**config.mk**
```make
export PLATFORM = sky130hd
export DESIGN_NAME = spi_transmitter
export DESIGN_NICKNAME = d
export VERILOG_FILES = /design/src/rtl/spi_pkg.sv /design/src/rtl/spi_clk_gen.sv /design/src/rtl/spi_transmitter.sv
export SDC_FILE = /design/constraint.sdc
export NUM_CORES = 1
export LEC_CHECK = 0
export CAP_MARGIN = 25
export CORE_MARGIN = 2
export CORE_UTILIZATION = 52
export CTS_BUF_LIST = sky130_fd_sc_hd__clkbuf_4 sky130_fd_sc_hd__clkbuf_8 sky130_fd_sc_hd__clkbuf_16
export DETAILED_ROUTE_END_ITERATION = 10
export HOLD_SLACK_MARGIN = 0.02
export MAX_ROUTING_LAYER = met4
export PLACE_DENSITY_LB_ADDON = 0.25
export SLEW_MARGIN = 0
export SYNTH_ARGS = -nofsm -noshare
export SYNTH_HDL_FRONTEND = slang
export SYNTH_SLANG_ARGS = --single-unit
```
**constraint.sdc**
```tcl
create_clock -name clk -period 2 [get_ports clk]
set_input_delay 0.2 -clock clk [delete_from_list [all_inputs] [get_ports clk]]
set_output_delay 0.2 -clock clk [all_outputs]
set_load 0.02 [all_outputs]
```
**src/rtl/spi_pkg.sv**
```systemverilog
// Shared definitions for the SPI master blocks: FSM state codes, the SPI mode
// in use, and counter width helpers.
package spi_pkg;

    typedef logic [2:0] spi_state_t;

    localparam spi_state_t ST_IDLE  = 3'd0;
    localparam spi_state_t ST_SETUP = 3'd1;
    localparam spi_state_t ST_SHIFT = 3'd2;
    localparam spi_state_t ST_HOLD  = 3'd3;
    localparam spi_state_t ST_GAP   = 3'd4;

    // Mode 0: clock idles low, data launched on falling edges, sampled on rising.
    localparam logic SPI_CPOL = 1'b0;
    localparam logic SPI_CPHA = 1'b0;

    function automatic int bit_cnt_width(input int total_bits);
        return $clog2(total_bits + 1);
    endfunction

    function automatic int div_cnt_width(input int clk_div);
        return (clk_div > 1) ? $clog2(clk_div) : 1;
    endfunction

endpackage

```
**src/rtl/spi_clk_gen.sv**
```systemverilog
// Half-period divider for SPI masters: a tick every CLK_DIV cycles while run is
// high, the SPI clock level, and single-cycle strobes ahead of each SCLK edge.
module spi_clk_gen
    import spi_pkg::*;
#(
    parameter int CLK_DIV = 4
) (
    input  logic clk,
    input  logic reset,
    input  logic run,
    input  logic toggle_en,
    output logic sclk,
    output logic tick,
    output logic rise_stb,
    output logic fall_stb
);

    localparam int DW = div_cnt_width(CLK_DIV);
    localparam logic [DW-1:0] DIV_LAST = DW'(CLK_DIV - 1);

    logic [DW-1:0] div_cnt;

    assign tick     = run && (div_cnt == DIV_LAST);
    assign rise_stb = tick && toggle_en && !sclk;
    assign fall_stb = tick && toggle_en && sclk;

    always_ff @(posedge clk) begin
        if (reset || !run) begin
            div_cnt <= '0;
        end else if (tick) begin
            div_cnt <= '0;
        end else begin
            div_cnt <= div_cnt + 1'b1;
        end
    end

    // Strobes fire on the cycle whose closing edge moves sclk.
    always_ff @(posedge clk) begin
        if (reset || !run) begin
            sclk <= SPI_CPOL;
        end else if (tick && toggle_en) begin
            sclk <= ~sclk;
        end
    end

endmodule

```
**src/rtl/spi_transmitter.sv**
```systemverilog
// Mode-0 SPI master transmitter: frames each word as leading zero pad bits then
// the payload MSB first. Optional one-word skid buffer: SPI_TRANSMITTER_SKID_EN.
module spi_transmitter
    import spi_pkg::*;
#(
    parameter int WIDTH      = 10,
    parameter int TOTAL_BITS = 14,
    parameter int CLK_DIV    = 4
) (
    input  logic             clk,
    input  logic             reset,
    input  logic [WIDTH-1:0] tx_data,
    input  logic             tx_valid,
    output logic             tx_ready,
    output logic             SPI_clk,
    output logic             SPI_Data_out,
    output logic             CS,
    output logic             busy,
    output logic             done
);

    localparam int BW = bit_cnt_width(TOTAL_BITS);
    localparam logic [BW-1:0] BITS_INIT = BW'(TOTAL_BITS);
    localparam logic [BW-1:0] BITS_LAST = BW'(1);

    spi_state_t            state;
    logic [TOTAL_BITS-1:0] shreg;
    logic [TOTAL_BITS-1:0] shifted;
    logic [TOTAL_BITS-1:0] load_frame;
    logic [BW-1:0]         bit_cnt;
    logic [WIDTH-1:0]      load_word;

    logic run, toggle_en, tick, rise_stb, fall_stb;
    logic accept, gap_exit, load_direct, load_from_buf;

    assign run       = (state != ST_IDLE);
    assign toggle_en = (state == ST_SETUP) || (state == ST_SHIFT);
    assign busy      = run;
    assign accept    = tx_valid && tx_ready;
    assign gap_exit  = (state == ST_GAP) && tick;

    // Zero-extension supplies the leading pad bits.
    assign load_frame = TOTAL_BITS'(load_word);
    assign shifted    = shreg << 1;

`ifdef SPI_TRANSMITTER_SKID_EN
    logic             buf_full;
    logic [WIDTH-1:0] buf_data;
    logic             buf_wr;

    assign tx_ready      = !reset && !buf_full;
    assign load_from_buf = gap_exit && buf_full;
    // A word arriving on the GAP exit edge bypasses the buffer.
    assign load_direct   = accept && ((state == ST_IDLE) || (gap_exit && !buf_full));
    assign buf_wr        = accept && !load_direct;
    assign load_word     = load_from_buf ? buf_data : tx_data;

    always_ff @(posedge clk) begin
        if (reset) begin
            buf_full <= 1'b0;
            buf_data <= '0;
        end else if (load_from_buf) begin
            buf_full <= 1'b0;
        end else if (buf_wr) begin
            buf_full <= 1'b1;
            buf_data <= tx_data;
        end
    end
`else
    assign tx_ready      = !reset && (state == ST_IDLE);
    assign load_from_buf = 1'b0;
    assign load_direct   = accept;
    assign load_word     = tx_data;
`endif

    spi_clk_gen #(.CLK_DIV(CLK_DIV)) u_clk_gen (
        .clk       (clk),
        .reset     (reset),
        .run       (run),
        .toggle_en (toggle_en),
        .sclk      (SPI_clk),
        .tick      (tick),
        .rise_stb  (rise_stb),
        .fall_stb  (fall_stb)
    );

    always_ff @(posedge clk) begin
        if (reset) begin
            state        <= ST_IDLE;
            CS           <= 1'b1;
            SPI_Data_out <= 1'b0;
            done         <= 1'b0;
            shreg        <= '0;
            bit_cnt      <= '0;
        end else begin
            done <= 1'b0;
            case (state)
                ST_IDLE: begin
                    if (load_direct) begin
                        state        <= ST_SETUP;
                        CS           <= 1'b0;
                        shreg        <= load_frame;
                        SPI_Data_out <= load_frame[TOTAL_BITS-1];
                        bit_cnt      <= BITS_INIT;
                    end
                end
                ST_SETUP: begin
                    if (rise_stb) begin
                        state <= ST_SHIFT;
                    end
                end
                ST_SHIFT: begin
                    // Data moves only on falling edges so it is stable at each rise.
                    if (fall_stb) begin
                        shreg        <= shifted;
                        SPI_Data_out <= shifted[TOTAL_BITS-1];
                        bit_cnt      <= bit_cnt - 1'b1;
                        if (bit_cnt == BITS_LAST) begin
                            state <= ST_HOLD;
                        end
                    end
                end
                ST_HOLD: begin
                    if (tick) begin
                        state        <= ST_GAP;
                        CS           <= 1'b1;
                        done         <= 1'b1;
                        SPI_Data_out <= 1'b0;
                    end
                end
                ST_GAP: begin
                    if (tick) begin
                        if (load_from_buf || load_direct) begin
                            state        <= ST_SETUP;
                            CS           <= 1'b0;
                            shreg        <= load_frame;
                            SPI_Data_out <= load_frame[TOTAL_BITS-1];
                            bit_cnt      <= BITS_INIT;
                        end else begin
                            state <= ST_IDLE;
                        end
                    end
                end
                default: begin
                    state <= ST_IDLE;
                    CS    <= 1'b1;
                end
            endcase
        end
    end

endmodule

```
# Yosys cells after proc, flatten, opt, wreduce, memory -nomap -nowiden
# Index checks and enable logic that the tools add are counted.
# totals
regBits	27
latch_bits	0
mem_bits_rw	0
rom_bits	0
input_bits	13
out_inout_bits	6
elab_cells	73
n_memories	0
# op_classes
addsub	2
multipliers	0
div	0
order_cmp	0
n_eq_ne	12
shift	0
n_mux	26
bitwise	3
n_reduce_logical	22
# op_table
operator	n
14-bit two-way mux	3
14-bit one-hot mux with 3 select lines	1
3-bit two-way mux	6
3-bit one-hot mux with 5 select lines	1
4-bit two-way mux	3
4-bit one-hot mux with 3 select lines	1
1-bit two-way mux	9
1-bit one-hot mux with 4 select lines	2
3-bit by 2-bit equality test with 1-bit output (second input constant)	2
1-bit logical AND	6
2-bit by 1-bit != test with 1-bit output (second input constant)	3
2-bit != test (second input constant)	3
3-bit AND reduction	2
6-bit AND reduction	1
3-bit nonzero test	2
2-bit OR reduction	3
4-bit by 1-bit equality test with 1-bit output (second input constant)	1
4-bit AND reduction	1
4-bit nonzero test	1
4-bit by 1-bit subtractor with 4-bit output (second input constant)	1
3-bit by 1-bit equality test with 1-bit output (second input constant)	1
3-bit equality test (second input constant)	1
1-bit logical NOT	3
3-bit logical NOT	1
4 further kinds	7

# Depth between registers and ports, before layout
# logic_depth
depth_word	6
ltp_mapped	7
depth_no_buf	5

# Cells and area by module
# Synthesis repeated with hierarchy kept, for this count alone.
# hier_totals
cells_unflattened	138
hier_area_um2	1353.8
# by_module_without_submodules
module	n_inst	cells_each	area_per_inst_um2	seq_area_each_um2
spi_transmitter	1	124	1216.2	460.4
spi_clk_gen	1	14	137.6	60.1

# Worst setup path before layout
# No wires, ideal clock.
# synth_timing
kind	register to register
from	reg state[0]
to	reg shreg[9]
setup_ps	79
t_arrival_ps	1560
required_time_ps	1921
path_slack_ps	361
path_stages_with_launch	7
path_buffers	2
period_less_slack_ps	1639
path_cell_list	dfxtp_1 -> nor4_4 -> a22o_1 -> buf_4 -> buf_6 -> nor2_1 -> a211oi_2
# synth_via
elab_chain_cells	6
word_cells_on_any_way	18
classes_between	5 x eq/ne; 3 x mux; 10 x reduce/logical
# synth_rtl
element	line	text
start, declared	spi_transmitter.sv:26	spi_state_t state;
start signal, assigned	spi_transmitter.sv:89	state <= ST_IDLE;
start signal, assigned	spi_transmitter.sv:100	state <= ST_SETUP;
start signal, assigned	spi_transmitter.sv:109	state <= ST_SHIFT;
3-bit logical NOT *	spi_transmitter.sv:70	assign tx_ready = !reset && (state == ST_IDLE);
1-bit logical AND *	spi_transmitter.sv:70	
named net tx_ready	spi_transmitter.sv:14	output logic tx_ready,
1-bit logical AND *	spi_transmitter.sv:39	assign accept = tx_valid && tx_ready;
14-bit two-way mux *	-	
14-bit two-way mux	-	
14-bit one-hot mux with 3 select lines *	spi_transmitter.sv:97	case (state)
end signal, assigned	spi_transmitter.sv:102	shreg <= load_frame;
end signal, assigned	spi_transmitter.sv:115	shreg <= shifted;
end signal, assigned	spi_transmitter.sv:136	shreg <= load_frame;
end, declared	spi_transmitter.sv:27	logic [TOTAL_BITS-1:0] shreg;
# Mark *: on every way through the listed nets, which the timed path passes. The rest lies on a longest branch. The select of a mux whose other input is x is not followed.
# A chain may end at the register's enable or synchronous reset.

# Final worst setup path
# layout_timing
from	reg state[0]
to	out busy
# layout_via
elab_chain_cells	1
# layout_rtl
element	line	text
3-bit nonzero test	spi_transmitter.sv:36	assign run = (state != ST_IDLE);
end, declared	spi_transmitter.sv:18	output logic busy,
# No other way between the ends.

==> impl_metrics.toml <==
[power]
total_leakage_power_nw = 0.537
power.density_nw_per_um2 = 615
peakVddDrop_mv = 0.421

[route]
firstDrtPassIters = 4
avgRoutedWirePerCell_um = 13.8
antenna_left = 0
drtIter0Drc = 21
wl_um = 2490
num_vias = 1043
drc = 0
vias_per_cell = 5.76

[finish]
seq_area_um2 = 523
antenna_cells = 0
fin_cells = 181
multi_input_area_um2 = 667
area_growth_pct = 19.6
nNetsFinal = 171
fillCellCount = 191
drive_above_1_share_pct = 11.1

[sta]
skew_ns = 0.00438
max_clock_freq_mhz = 537
finalHoldViolCount = 0
worst_slew_pin_slew_ns = 0.528
finalMaxSlewViolations = 0
fin_crit_sh_pct = 93.1
min_period_ns = 1.86
rsz0062_at_grt = "no"
hold_ws_ns = 0.455
setup_tns_ns = 0
maxSlewHeadroom_pct = 64.8
finalSetupViolations = 0

[global_routing]
grt_usage_pct = 22.0
grt_pass1_vias = 1001
grt_pass1_wl_um = 4440
grt_start_max_net_pins = 28
grt_antenna_before_repair = 0
gr-total-overflow = 0

[setup_path]
cp.required_ns = 1.80
slowest_stage = "clkdlybuf4s50_1"
cp_cell_sequence = "nor3_2, inv_1, clkdlybuf4s50_1"
worst-path-buf-inv = 2
cp_max_fo = 9
startpoint_type = "register"
critPathKind = "register to output pin"
cpPeakStageDelay_ns = 0.59
worstPathArrival_ns = 1.66
r2r_slack_ns = 0.19
r2r_cells = 6
critPathTopFamily = "buffers and inverters"
crit_path_end_kind = "output pin"
r2r-start = "u_clk_gen.div_cnt[0]"
path_depth = 3
reg2reg_to = "shreg[2]"

[floorplanning]
dieHeight_um = 53.1
die_area_um2 = 2820
start_util_pct = 55.5
fp.coreArea_um2 = 2250
io_pins = 19
rows = 17
chipWidth_um = 53.1

[logic_synthesis]
synth-edff-count = 0
yosysWarnings = 0
ys_seq_elements = 26
yosys-top-cells-count = "26 x dfxtp_1, 20 x nor2_1, 12 x mux2i_1"
yosys-top-cells-area = "dfxtp_1 42%, mux2i_1 9.6%, nor2_1 6.0%"
synth_area_leader_cell = "dfxtp_1"
muxShareOfSynthArea_pct = 9.59
yosysMostFrequentCell = "dfxtp_1"
avgSynthCellArea_um2 = 9.14
netlist_area_um2 = 1250
async_flop_share_pct = 0
syn_nets = 153
synth-compound-area-share_pct = 17.7
synthXorXnorAreaFrac_pct = 0
synth_cells = 137
synth_top_family_by_area = "simple AND/OR/NAND/NOR gates"
yosys.area_share.simple_pct = 21.4
ys_types = 36
synth_seq_area_share_pct = 41.6
synth-main-ff-cell = "dfxtp_1"
synthAdderAreaFrac_pct = 3.80
yosysTopAreaCellShare_pct = 41.6

[cts]
cts-hold-fix-buffers = 0
clock_path_buffers = 2
path_clk_slew_ns = 0.13
cts.sinks = 26
cts-root-buf = "clkbuf_4"
insertion_delay_ns = 0.31
cts-htree-levels = 1
cts_tree = "done"
post_cts_buffers = 0
cts_buffers = 3

[hold_path]
min_path_type = "register to register"
hold_depth = 1
min_to = "u_clk_gen.div_cnt[0]"
hp-start = "u_clk_gen.div_cnt[0]"

[placed_design]
dp_cells = 178
portBuffers = 18
dp_hpwl_um = 1790
finalWeightedCongestion = 0.846

[outcome]
status = "finished clean"

[run]
cap_violations = 0
area by class of cell:
type	instances	area share [%]
Multi-Input combinational cell	95	44.5
Sequential cell	26	34.9
Timing Repair Buffer	25	15.7
Inverter	4	1.00
Clock buffer	3	1.50
Tap cell	28	2.34
worst max-delay path by stage:
stage                     to  slack [ns]     start
finish                  busy        0.14  state[0]
global placement    tx_ready        0.28     reset
CTS                     busy        0.05  state[2]
detailed placement  shreg[2]        0.17     reset
global route            busy        0.04  state[0]
floorplan           shreg[9]        0.36  state[0]
worst register-to-register path: stages, from the launching register on:
cell      delay (ns)
dfxtp_1         0.36
ha_1            0.37
and4bb_2        0.33
a22o_1          0.15
buf_4           0.22
nor2_1          0.06
a211oi_1        0.23
cell families after synthesis:
group,Yosys count
AO/OA/AOI/OAI,29
adder cells (fa/ha/maj),4
buffers and inverters,16
flip-flops,26
multiplexers,12
AND/OR/NAND/NOR,50
flip-flops by register name, summed over array words and instances (netlist names):
register and flops:
u_clk_gen.div_cnt 2, shreg 13, u_clk_gen.sclk 1, bit_cnt 4, state 3, CS 1, done 1, SPI_Data_out 1
per-layer routing:
| layer | part of all wire, % | track usage, % |
|---|---|---|
| met1 | 48 | 27.6 |
| met5 | 0 | - |
| met4 | 0.72 | 7.69 |
| met3 | 2.7 | 2.54 |
| met2 | 48 | 36.7 |
metrics by stage:
stage	utilization, %	cell area (um^2)	setup WS, ns	total power [mW]
after floorplan	-	1250	0.361	0.658
final	66.4	1500	0.138	0.921
after global placement	65.0	1470	0.282	0.708
after global routing	66.4	1500	0.0401	0.964
after CTS	66.0	1490	0.0475	0.926
after detailed placement	65.0	1470	0.175	0.715
power by group:
group / internal (mW) / switching (mW)
sequential: 0.543 / 0.0194
clock: 0.0704 / 0.146
combinational: 0.0738 / 0.0681
placed cells by master, fill, tap and decap left out, types with 2 or more instances in the layout:
cell type / count
a221oi_1: 4
a311oi_1: 2
nor2_1: 20
a211oi_1: 8
buf_4: 7
nand2b_1: 2
mux2i_1: 12
nand2_1: 9
a22oi_1: 4
a21oi_1: 3
dfxtp_1: 24
inv_1: 4
ha_1: 3
clkbuf_4: 3
nor3_1: 5
clkdlybuf4s50_1: 17
nor4b_1: 3
dfxtp_2: 2
a31oi_1: 2
what timing repair did:
| action | CTS | global route |
|---|---|---|
| pin swaps | 0 | 0 |
| setup endpoints to repair | 2 | 2 |
| resized for setup | 1 | 3 |
No activity file was read; power rests on OpenSTA's default activity.
